$ cat config.mk
export PLATFORM = sky130hd
export DESIGN_NAME = game_flow_fsm
export DESIGN_NICKNAME = d
export VERILOG_FILES = /design/src/rtl/game_flow_fsm.sv
export SDC_FILE = /design/constraint.sdc
export NUM_CORES = 1
export LEC_CHECK = 0
export BUFFER_PORTS_ARGS = -buffer_cell sky130_fd_sc_hd__buf_2
export CAP_MARGIN = 20
export CORE_AREA = 2 2 119 86
export DETAILED_ROUTE_END_ITERATION = 12
export DIE_AREA = 0 0 121 88
export PLACE_DENSITY = 0.8
export SETUP_SLACK_MARGIN = 0.1
export SYNTH_ARGS = -nofsm -noshare
export SYNTH_HDL_FRONTEND = slang
export SYNTH_SLANG_ARGS = --single-unit
$ cat constraint.sdc
create_clock -name clock -period 3.2 [get_ports clock]
set_input_delay 0.64 -clock clock [delete_from_list [all_inputs] [get_ports clock]]
set_output_delay 0.64 -clock clock [all_outputs]
set_load 0.05 [all_outputs]
$ cat src/rtl/game_flow_fsm.sv
// rtl/game_flow_fsm.sv - game-flow controller: title, song select, beat countdown, play, pause, game over
module game_flow_fsm #(
  parameter int CLK_HZ          = 50_000_000,
  parameter int TICK_HZ         = 1000,
  parameter int TITLE_TICKS     = 5000,
  parameter int COUNTDOWN_BEATS = 6,
  parameter int BEAT_TICKS      = 1000,
  parameter int NUM_SONGS       = 4,
  parameter int LEN_W           = 20,
  parameter int TIMER_W         = 24,
  localparam int SEL_W          = (NUM_SONGS > 1) ? $clog2(NUM_SONGS) : 1,
  localparam int BEAT_W         = $clog2(COUNTDOWN_BEATS + 1)
) (
  input  logic                       clock,
  input  logic                       reset,
  input  logic                       start_n,
  input  logic                       pause_n,
  input  logic                       select_n,
  input  logic [NUM_SONGS*LEN_W-1:0] song_len,
  output logic [2:0]                 state,
  output logic [SEL_W-1:0]           song_sel,
  output logic [TIMER_W-1:0]         elapsed,
  output logic                       tick_pulse,
  output logic                       beat_pulse,
  output logic [BEAT_W-1:0]          beat_idx,
  output logic                       title_screen_en,
  output logic                       title_audio_en,
  output logic                       countdown_en,
  output logic                       song_en,
  output logic                       game_active,
  output logic                       pause_screen,
  output logic                       game_over
);

  localparam int DIV    = CLK_HZ / TICK_HZ;
  localparam int PRE_W  = $clog2(DIV);
  localparam int BCNT_W = $clog2(BEAT_TICKS + 1);

  localparam logic [PRE_W-1:0]   PRE_MAX   = PRE_W'(DIV - 1);
  localparam logic [BCNT_W-1:0]  BCNT_MAX  = BCNT_W'(BEAT_TICKS - 1);
  localparam logic [BEAT_W-1:0]  LAST_BEAT = BEAT_W'(COUNTDOWN_BEATS - 1);
  localparam logic [TIMER_W-1:0] TITLE_END = TIMER_W'(TITLE_TICKS);
  localparam logic [TIMER_W-1:0] CD_END    = TIMER_W'(COUNTDOWN_BEATS * BEAT_TICKS);
  localparam logic [SEL_W-1:0]   SEL_LAST  = SEL_W'(NUM_SONGS - 1);

  typedef enum logic [2:0] {
    ST_STARTUP   = 3'd0,
    ST_IDLE      = 3'd1,
    ST_COUNTDOWN = 3'd2,
    ST_PLAYING   = 3'd3,
    ST_PAUSED    = 3'd4,
    ST_GAMEOVER  = 3'd5
  } state_t;

  state_t state_q, state_d, ret_q;

  logic              start_q, pause_q, select_q;
  logic              start_press, pause_press, select_press;
  logic [PRE_W-1:0]  presc_q;
  logic [BCNT_W-1:0] bcnt_q;
  logic [LEN_W-1:0]  len_q, sel_len;
  logic              cd_first_q, beat_due_q;
  logic              counting, resume, clear_cnt, beat_step, cd_start;

  assign state        = state_q;
  assign start_press  = start_q & ~start_n;
  assign pause_press  = pause_q & ~pause_n;
  assign select_press = select_q & ~select_n;

  assign counting   = (state_q == ST_STARTUP) || (state_q == ST_COUNTDOWN) || (state_q == ST_PLAYING);
  assign tick_pulse = counting && (presc_q == PRE_MAX);
  assign beat_pulse = (state_q == ST_COUNTDOWN) && (cd_first_q || beat_due_q);
  assign beat_step  = (state_q == ST_COUNTDOWN) && tick_pulse && (bcnt_q == BCNT_MAX) && (beat_idx != LAST_BEAT);
  assign cd_start   = (state_q == ST_IDLE) && (state_d == ST_COUNTDOWN);

  // Timers survive pause entry and resume so the tick phase is not lost.
  assign resume    = (state_q == ST_PAUSED) && (state_d == ret_q);
  assign clear_cnt = ((state_d != state_q) && (state_d != ST_PAUSED) && !resume)
                   || (state_q == ST_IDLE) || (state_q == ST_GAMEOVER);

  always_comb begin
    sel_len = '0;
    for (int i = 0; i < NUM_SONGS; i++) begin
      if (song_sel == SEL_W'(i)) sel_len = song_len[i*LEN_W +: LEN_W];
    end
  end

  always_ff @(posedge clock) begin
    if (reset) begin
      state_q  <= ST_STARTUP;
      ret_q    <= ST_COUNTDOWN;
      start_q  <= 1'b1;
      pause_q  <= 1'b1;
      select_q <= 1'b1;
      song_sel <= '0;
      len_q    <= '0;
    end else begin
      state_q  <= state_d;
      start_q  <= start_n;
      pause_q  <= pause_n;
      select_q <= select_n;
      if (state_q == ST_IDLE) begin
        if (start_press) len_q <= sel_len;
        else if (select_press) song_sel <= (song_sel == SEL_LAST) ? '0 : song_sel + 1'b1;
      end
      if ((state_d == ST_PAUSED) && (state_q != ST_PAUSED)) ret_q <= state_q;
    end
  end

  always_comb begin
    state_d         = state_q;
    title_screen_en = 1'b0;
    title_audio_en  = 1'b0;
    countdown_en    = 1'b0;
    song_en         = 1'b0;
    game_active     = 1'b0;
    pause_screen    = 1'b0;
    game_over       = 1'b0;
    case (state_q)
      ST_STARTUP: begin
        title_screen_en = 1'b1;
        title_audio_en  = 1'b1;
        if (elapsed >= TITLE_END) state_d = ST_IDLE;
      end
      ST_IDLE: begin
        title_screen_en = 1'b1;
        if (start_press) state_d = ST_COUNTDOWN;
      end
      ST_COUNTDOWN: begin
        countdown_en = 1'b1;
        if (elapsed >= CD_END) state_d = ST_PLAYING;
        else if (pause_press) state_d = ST_PAUSED;
      end
      ST_PLAYING: begin
        song_en     = 1'b1;
        game_active = 1'b1;
        if (elapsed >= TIMER_W'(len_q)) state_d = ST_GAMEOVER;
        else if (pause_press) state_d = ST_PAUSED;
      end
      ST_PAUSED: begin
        pause_screen = 1'b1;
        if (start_press) state_d = ST_IDLE;
        else if (pause_press) state_d = ret_q;
      end
      ST_GAMEOVER: begin
        game_over = 1'b1;
        if (start_press) state_d = ST_IDLE;
      end
      default: state_d = ST_STARTUP;
    endcase
  end

  always_ff @(posedge clock) begin
    if (reset) begin
      presc_q    <= '0;
      elapsed    <= '0;
      bcnt_q     <= '0;
      beat_idx   <= '0;
      beat_due_q <= 1'b0;
      cd_first_q <= 1'b0;
    end else begin
      cd_first_q <= cd_start;
      if (clear_cnt) begin
        presc_q <= '0;
        elapsed <= '0;
        bcnt_q  <= '0;
      end else if (counting) begin
        presc_q <= tick_pulse ? '0 : presc_q + 1'b1;
        if (tick_pulse && (elapsed != '1)) elapsed <= elapsed + 1'b1;
        if (tick_pulse && (state_q == ST_COUNTDOWN)) bcnt_q <= (bcnt_q == BCNT_MAX) ? '0 : bcnt_q + 1'b1;
      end
      // A beat crossed on the edge into PAUSED stays pending until resume.
      if (cd_start) begin
        beat_idx   <= '0;
        beat_due_q <= 1'b0;
      end else if (state_q == ST_COUNTDOWN) begin
        beat_due_q <= beat_step;
        if (beat_step) beat_idx <= beat_idx + 1'b1;
      end
    end
  end

endmodule

==> results of run 1 <==
==> placed cells by master (no fill, tap or decap), drive strengths merged, types with 6 or more instances in the layout <==
master,count
a21oi,38
a22oi,21
and3,6
buf,133
clkbuf,11
dfxtp,86
ha,30
inv,32
nand2,59
nand3,21
nand4,19
nor2,114
nor2b,6
nor3,26
o211ai,21
o21ai,26
xnor2,17
xor2,32
==> final timing paths <==
| kind | end | slack, ps | cells after the start |
|---|---|---|---|
| worst max-delay path | presc_q[4] | 370 | 11 |
| worst min-delay path | ret_q[1] | 490 | 1 |
| worst max register to register | presc_q[4] | 370 | 11 |
| worst min register to register | ret_q[1] | 490 | 1 |
==> per-stage QoR <==
stage                     worst slack, ps  utilization, %  instance area (µm²)  hold slack (ps)
after CTS                           328.5           63.61                 6041            484.0
final                               365.3           63.62                 6042            491.8
after global routing                117.4           63.62                 6042            493.9
after floorplan                     144.2               -                 5064            430.1
after global placement              445.1           60.59                 5754            461.5
after detailed placement            381.7           60.59                 5754            472.1
==> cell usage after synthesis, drive strengths merged, types with 6 or more instances <==
cell type  number
nor2          114
dfxtp          86
nand2          59
a21oi          38
inv            32
xor2           32
ha             30
nor3           26
o21ai          26
a22oi          21
nand3          21
o211ai         21
clkbuf         20
nand4          19
xnor2          17
buf            13
and3            6
nor2b           6
==> flip-flops by register name (all words and copies together) (netlist names), 2 cells and up <==
name,flops
beat_idx,3
state,3
presc_q,16
bcnt_q,10
elapsed,24
len_q,20
ret_q,3
song_sel,2
==> final cells by class <==
cell class / instances / share of cell area [%]
Clock buffer: 11 / 4.183
Clock inverter: 5 / 0.5591
Inverter: 32 / 1.988
Multi-Input combinational cell: 496 / 50.57
Sequential cell: 86 / 28.49
Tap cell: 128 / 2.651
Timing Repair Buffer: 133 / 11.56
==> metal layers <==
| layer | track usage [%] | vias up | share of wire [%] |
|---|---|---|---|
| met5 | 0 | - | 0 |
| met4 | 5.920 | 0 | 1.3 |
| met3 | 6.576 | 19 | 6.3 |
| met2 | 40.25 | 163 | 48 |
| met1 | 31.70 | 2355 | 45 |
| li1 | - | 2479 | - |
==> power breakdown <==
part	switching (W)	internal (W)	leakage, nW
registers	0.00000400	0.00108	0.694
clock network	0.000432	0.000567	0.138
logic	0.0000536	0.0000586	1.73
==> kinds of logic after synthesis <==
family,synth area share (%)
AO/OA/AOI/OAI,16.15
XOR/XNOR,8.484
adder cells (fa/ha/maj),7.420
buffers and inverters,5.738
flip-flops,34.03
multiplexers,0.1979
AND/OR/NAND/NOR,27.97
==> timing repair <==
item                                   4_1_cts  5_1_grt
buffers inserted                             0        0
setup endpoints to repair                    0        3
resized for setup                            0        1
endpoints found under the hold margin        0        0
==> results.cfg, run 1 <==
[grt]
antenna_found_initial = 0
grt_util_all_layers_pct = 24.26
overflow = 0
grt_first_pass_wirelength_mm = 20.85
grt_max_degree = 51
grt_pass1_vias = 4568

[sta]
rsz0062_at_grt = false
hold_viol = 0
post-route-period-util_pct = 88.59
fin_skew_ps = 6.820
setup_violations = 0
relSlewSlack_pct = 47.74
max_freq_mhz = 352.8
slew_violations = 0
tightest_slew_ps = 764.1
period_needed_ps = 2835
tns_ps = 0

[worst_hold_path]
hp-start = ret_q[1]
holdCritPathClass = reg -> reg

[clock_network]
cts-buffers-inserted = 9
cts.sinks = 86
hold_buffers = 0
worstSkewPairLatency_ps = 340
clockBufferDepth = 2
clockRootBuffer = clkbuf_16
htree_num_levels = 3
clk_pin_slew_ps = 60
cts_tree = built

[detailed_routing]
post_drt_wl_per_cell_um = 14.59
vias_per_cell = 5.630
wirelength_mm = 13.00
vias = 5016
antenna_left = 0
first_pass_iters = 5
drcViolationCount = 0
drtIter0Drc = 349

[setup_path]
r2r_start = elapsed[0]
cp-end-kind = flop
startpoint = elapsed[0]
cp.arrival_ps = 3090
critPathBufInv = 2
critPathSlowestCell = dfxtp_1
crit_top_cell = nor3_1
critPathKind = reg -> reg
timing.critical_path.from_type = flop
worstPathCellList = inv_1 -> ha_1 -> nand2b_1 -> a2111oi_1 -> nor3_1 -> a211o_1 -> nor2_1 -> a31o_2 -> a32oi_4 -> buf_12 -> nor3_1
cp.required_ps = 3460
max_stage_delay_ps = 450
critPathTopFamily = compound AO/OA/AOI/OAI gates
crit_path_max_fanout = 50

[finish]
nFillCells = 843
multi_input_area_um2 = 3055
syn_to_final_growth_pct = 19.44
nNetsFinal = 873
ff_latch_area_um2 = 1722
fin_cells = 891
diodes = 0
layout-drive-gt1-share_pct = 21.63

[die]
io_pins = 126
initial_core_util_pct = 53.27
design.core.area_um2 = 9497
die-area_um2 = 10650
dieWidth_um = 121
rows = 30
die_h_um = 88

[yosys]
yosys.area.top_type = dfxtp_1
ys_types = 52
synthCells = 647
syn_avg_cell_area_um2 = 7.819
synth_nets = 762
synthArstFlopShare_pct = 0
syn-cell-area_um2 = 5059
yosysSeqAreaShare_pct = 34.03
synth_top_area_share_pct = 34.03
ys_warn_count = 0
synthFlopType = dfxtp_1
yosys-top-cells-area = dfxtp_1 (34%), nor2_1 (8.5%), ha_1 (7.4%)
synth-edff-count = 0
ys_ff_latch = 86

[power]
p_leak_nw = 2.560
powerDensity_nw_per_um2 = 362.5
peakVddDrop_mv = 0.2499
p_total_w = 0.002190

[outcome]
status = finished, final reports clean

[placed_design]
globalplace.congestion = 0.8784
io_buffers = 125
dp_cells = 875
dp_hpwl_mm = 9.753

[run]
max_cap_violations = 0
Note: power is estimated with default switching activity, not from simulation.
==> run 2, diff against run 1 <==
--- a/constraint.sdc
+++ b/constraint.sdc
@@ -3,2 +3,2 @@
 set_output_delay 0.64 -clock clock [all_outputs]
-set_load 0.05 [all_outputs]
+set_load 0.01 [all_outputs]
==> run 2 against run 1 <==
Die area stayed put. Critical endpoint is now elapsed[21]. Design area is 0.23% higher. Core utilization is 0.14 points higher. Largest cell class unchanged. Worst setup slack worse by 96 ps. Largest power group unchanged.
==> results.cfg, run 2 (synthesis gave the netlist of run 1 again) <==
[die]
io_pins = 126
die_h_um = 88
die-area_um2 = 10650
dieWidth_um = 121
design.core.area_um2 = 9497
rows = 30
initial_core_util_pct = 53.27

[sta]
hold_viol = 0
slew_violations = 0
setup_violations = 0
fin_skew_ps = 8.193
rsz0062_at_grt = false
max_freq_mhz = 341.3
post-route-period-util_pct = 91.57
tns_ps = 0
relSlewSlack_pct = 49.70
period_needed_ps = 2930
whs_ps = 488.6
tightest_slew_ps = 754.5

[power]
switching_share_pct = 22.27
clkPwrFrac_pct = 44.1
p_total_w = 0.002132
p_leak_nw = 2.579
p_int_w = 0.001657
p_seq_share_pct = 50.6
power.switching_w = 0.0004747
peakVddDrop_mv = 0.2822
p_comb_share_pct = 5.3
powerDensity_nw_per_um2 = 352.0

[setup_path]
startpoint = elapsed[18]
worstPathCellList = ha_1 -> nand4_1 -> a2111oi_0 -> buf_4 -> a211o_1 -> nor2_1 -> a31o_2 -> a32oi_4 -> buf_12 -> nor2_1
cp-end-kind = flop
r2r_cells = 10
timing.critical_path.from_type = flop
max_stage_delay_ps = 570
cp.required_ps = 3420
crit_top_cell = nor2_1
r2r_end = elapsed[21]
crit_path_max_fanout = 50
r2r_setup_slack_ps = 270
r2r_start = elapsed[18]
critPathKind = reg -> reg
critPathSlowestCell = a2111oi_0
cp.arrival_ps = 3150

[worst_hold_path]
hp-start = presc_q[1]
whs_path_depth = 2
hold_end = presc_q[1]
holdCritPathClass = reg -> reg

[clock_network]
clockBufferDepth = 2
clockRootBuffer = clkbuf_16
cts.sinks = 86
post_cts_buffers = 0
hold_buffers = 0
cts-buffers-inserted = 9
cts_resized = 0
worstSkewPairLatency_ps = 340
clk_pin_slew_ps = 60
cts_tree = built
htree_num_levels = 3

[grt]
grt_util_all_layers_pct = 24.17
antenna_found_initial = 0
grt_first_pass_wirelength_mm = 20.75
grt_pass1_vias = 4544
grt_max_degree = 51
overflow = 0

[finish]
final_core_util_pct = 63.77
largest_reg_flops = 24
reg_top3 = elapsed (24), len_q (20), presc_q (16)
fin_cells = 895
syn_to_final_growth_pct = 19.71
largest_register = elapsed
final_common_cell = buf_2
nNetsFinal = 877
diodes = 0
final_cell_mix = buf_2 (125), nor2_1 (113), dfxtp_1 (86)
layout-drive-gt1-share_pct = 21.77

[detailed_routing]
drtIter0Drc = 393
first_pass_iters = 9
post_drt_wl_per_cell_um = 14.68
antenna_left = 0
vias = 4994
drcViolationCount = 0
vias_per_cell = 5.580
wirelength_mm = 13.14

[placed_design]
dp_hpwl_mm = 9.794
dp_cells = 879
globalplace.congestion = 0.8937
io_buffers = 125

[run]
max_cap_violations = 0

[outcome]
status = finished, final reports clean
[run 2: cell types whose count changed in the layout (fill, tap and decap cells not counted)]
cell       before  now
a2111oi_0       4    5
a2111oi_1       1    0
buf_4           7   11
clkbuf_1        0    1
clkbuf_8        2    0
clkinv_2        2    3
nor3_1         23   24
nor3_2          3    2
nor4b_2         1    0
nor4b_4         0    1
[run 2: final cells by class]
cell class,count,area [µm²]
Clock buffer,10,229.0
Multi-Input combinational cell,496,3058
Sequential cell,86,1722
Fill cell,815,3441
Timing Repair Buffer,137,728.2
Inverter,32,120.1
Clock inverter,6,38.79
Tap cell,128,160.2
[run 2: metrics by stage]
| stage | area (µm²) | worst slack, ps |
|---|---|---|
| 6_report | 6056 | 269.6 |
| 5_1_grt | 6056 | 138.1 |
| 4_1_cts | 6047 | 344.0 |
| 3_5_place_dp | 5779 | 389.2 |
| 3_3_place_gp | 5779 | 501.2 |
| 2_1_floorplan | 5059 | 638.1 |
[run 2: power groups by stage]
stage	logic (W)	registers [W]	clock network, W
floorplan	0.0000540	0.00110	0
global placement	0.000108	0.00110	0
detailed placement	0.000112	0.00110	0
CTS	0.000113	0.00108	0.000961
global route	0.000125	0.00108	0.00100
finish	0.000112	0.00108	0.000940
[run 2: worst max path at each step]
stage	to	slack, ps	depth (start not counted)
final	elapsed[21]	270	10
after global placement	presc_q[6]	500	11
after global routing	presc_q[3]	140	11
after floorplan	presc_q[14]	640	11
after CTS	presc_q[8]	340	10
after detailed placement	presc_q[8]	390	10
[run 2: metal layers]
layer  track usage [%]  routed length, µm
met5                 0                  0
met4             5.708                102
met3             5.990                915
met2             41.57               6455
met1             30.83               5666
[run 2: critical path, delay by kind of cell, from the launching register on]
family,cells,cell delay (ps)
DFF,1,400
and+or+nand+nor,3,330
adders and majority gates,1,350
buffers and inverters,2,480
AOI/OAI and AO/OA,4,1230
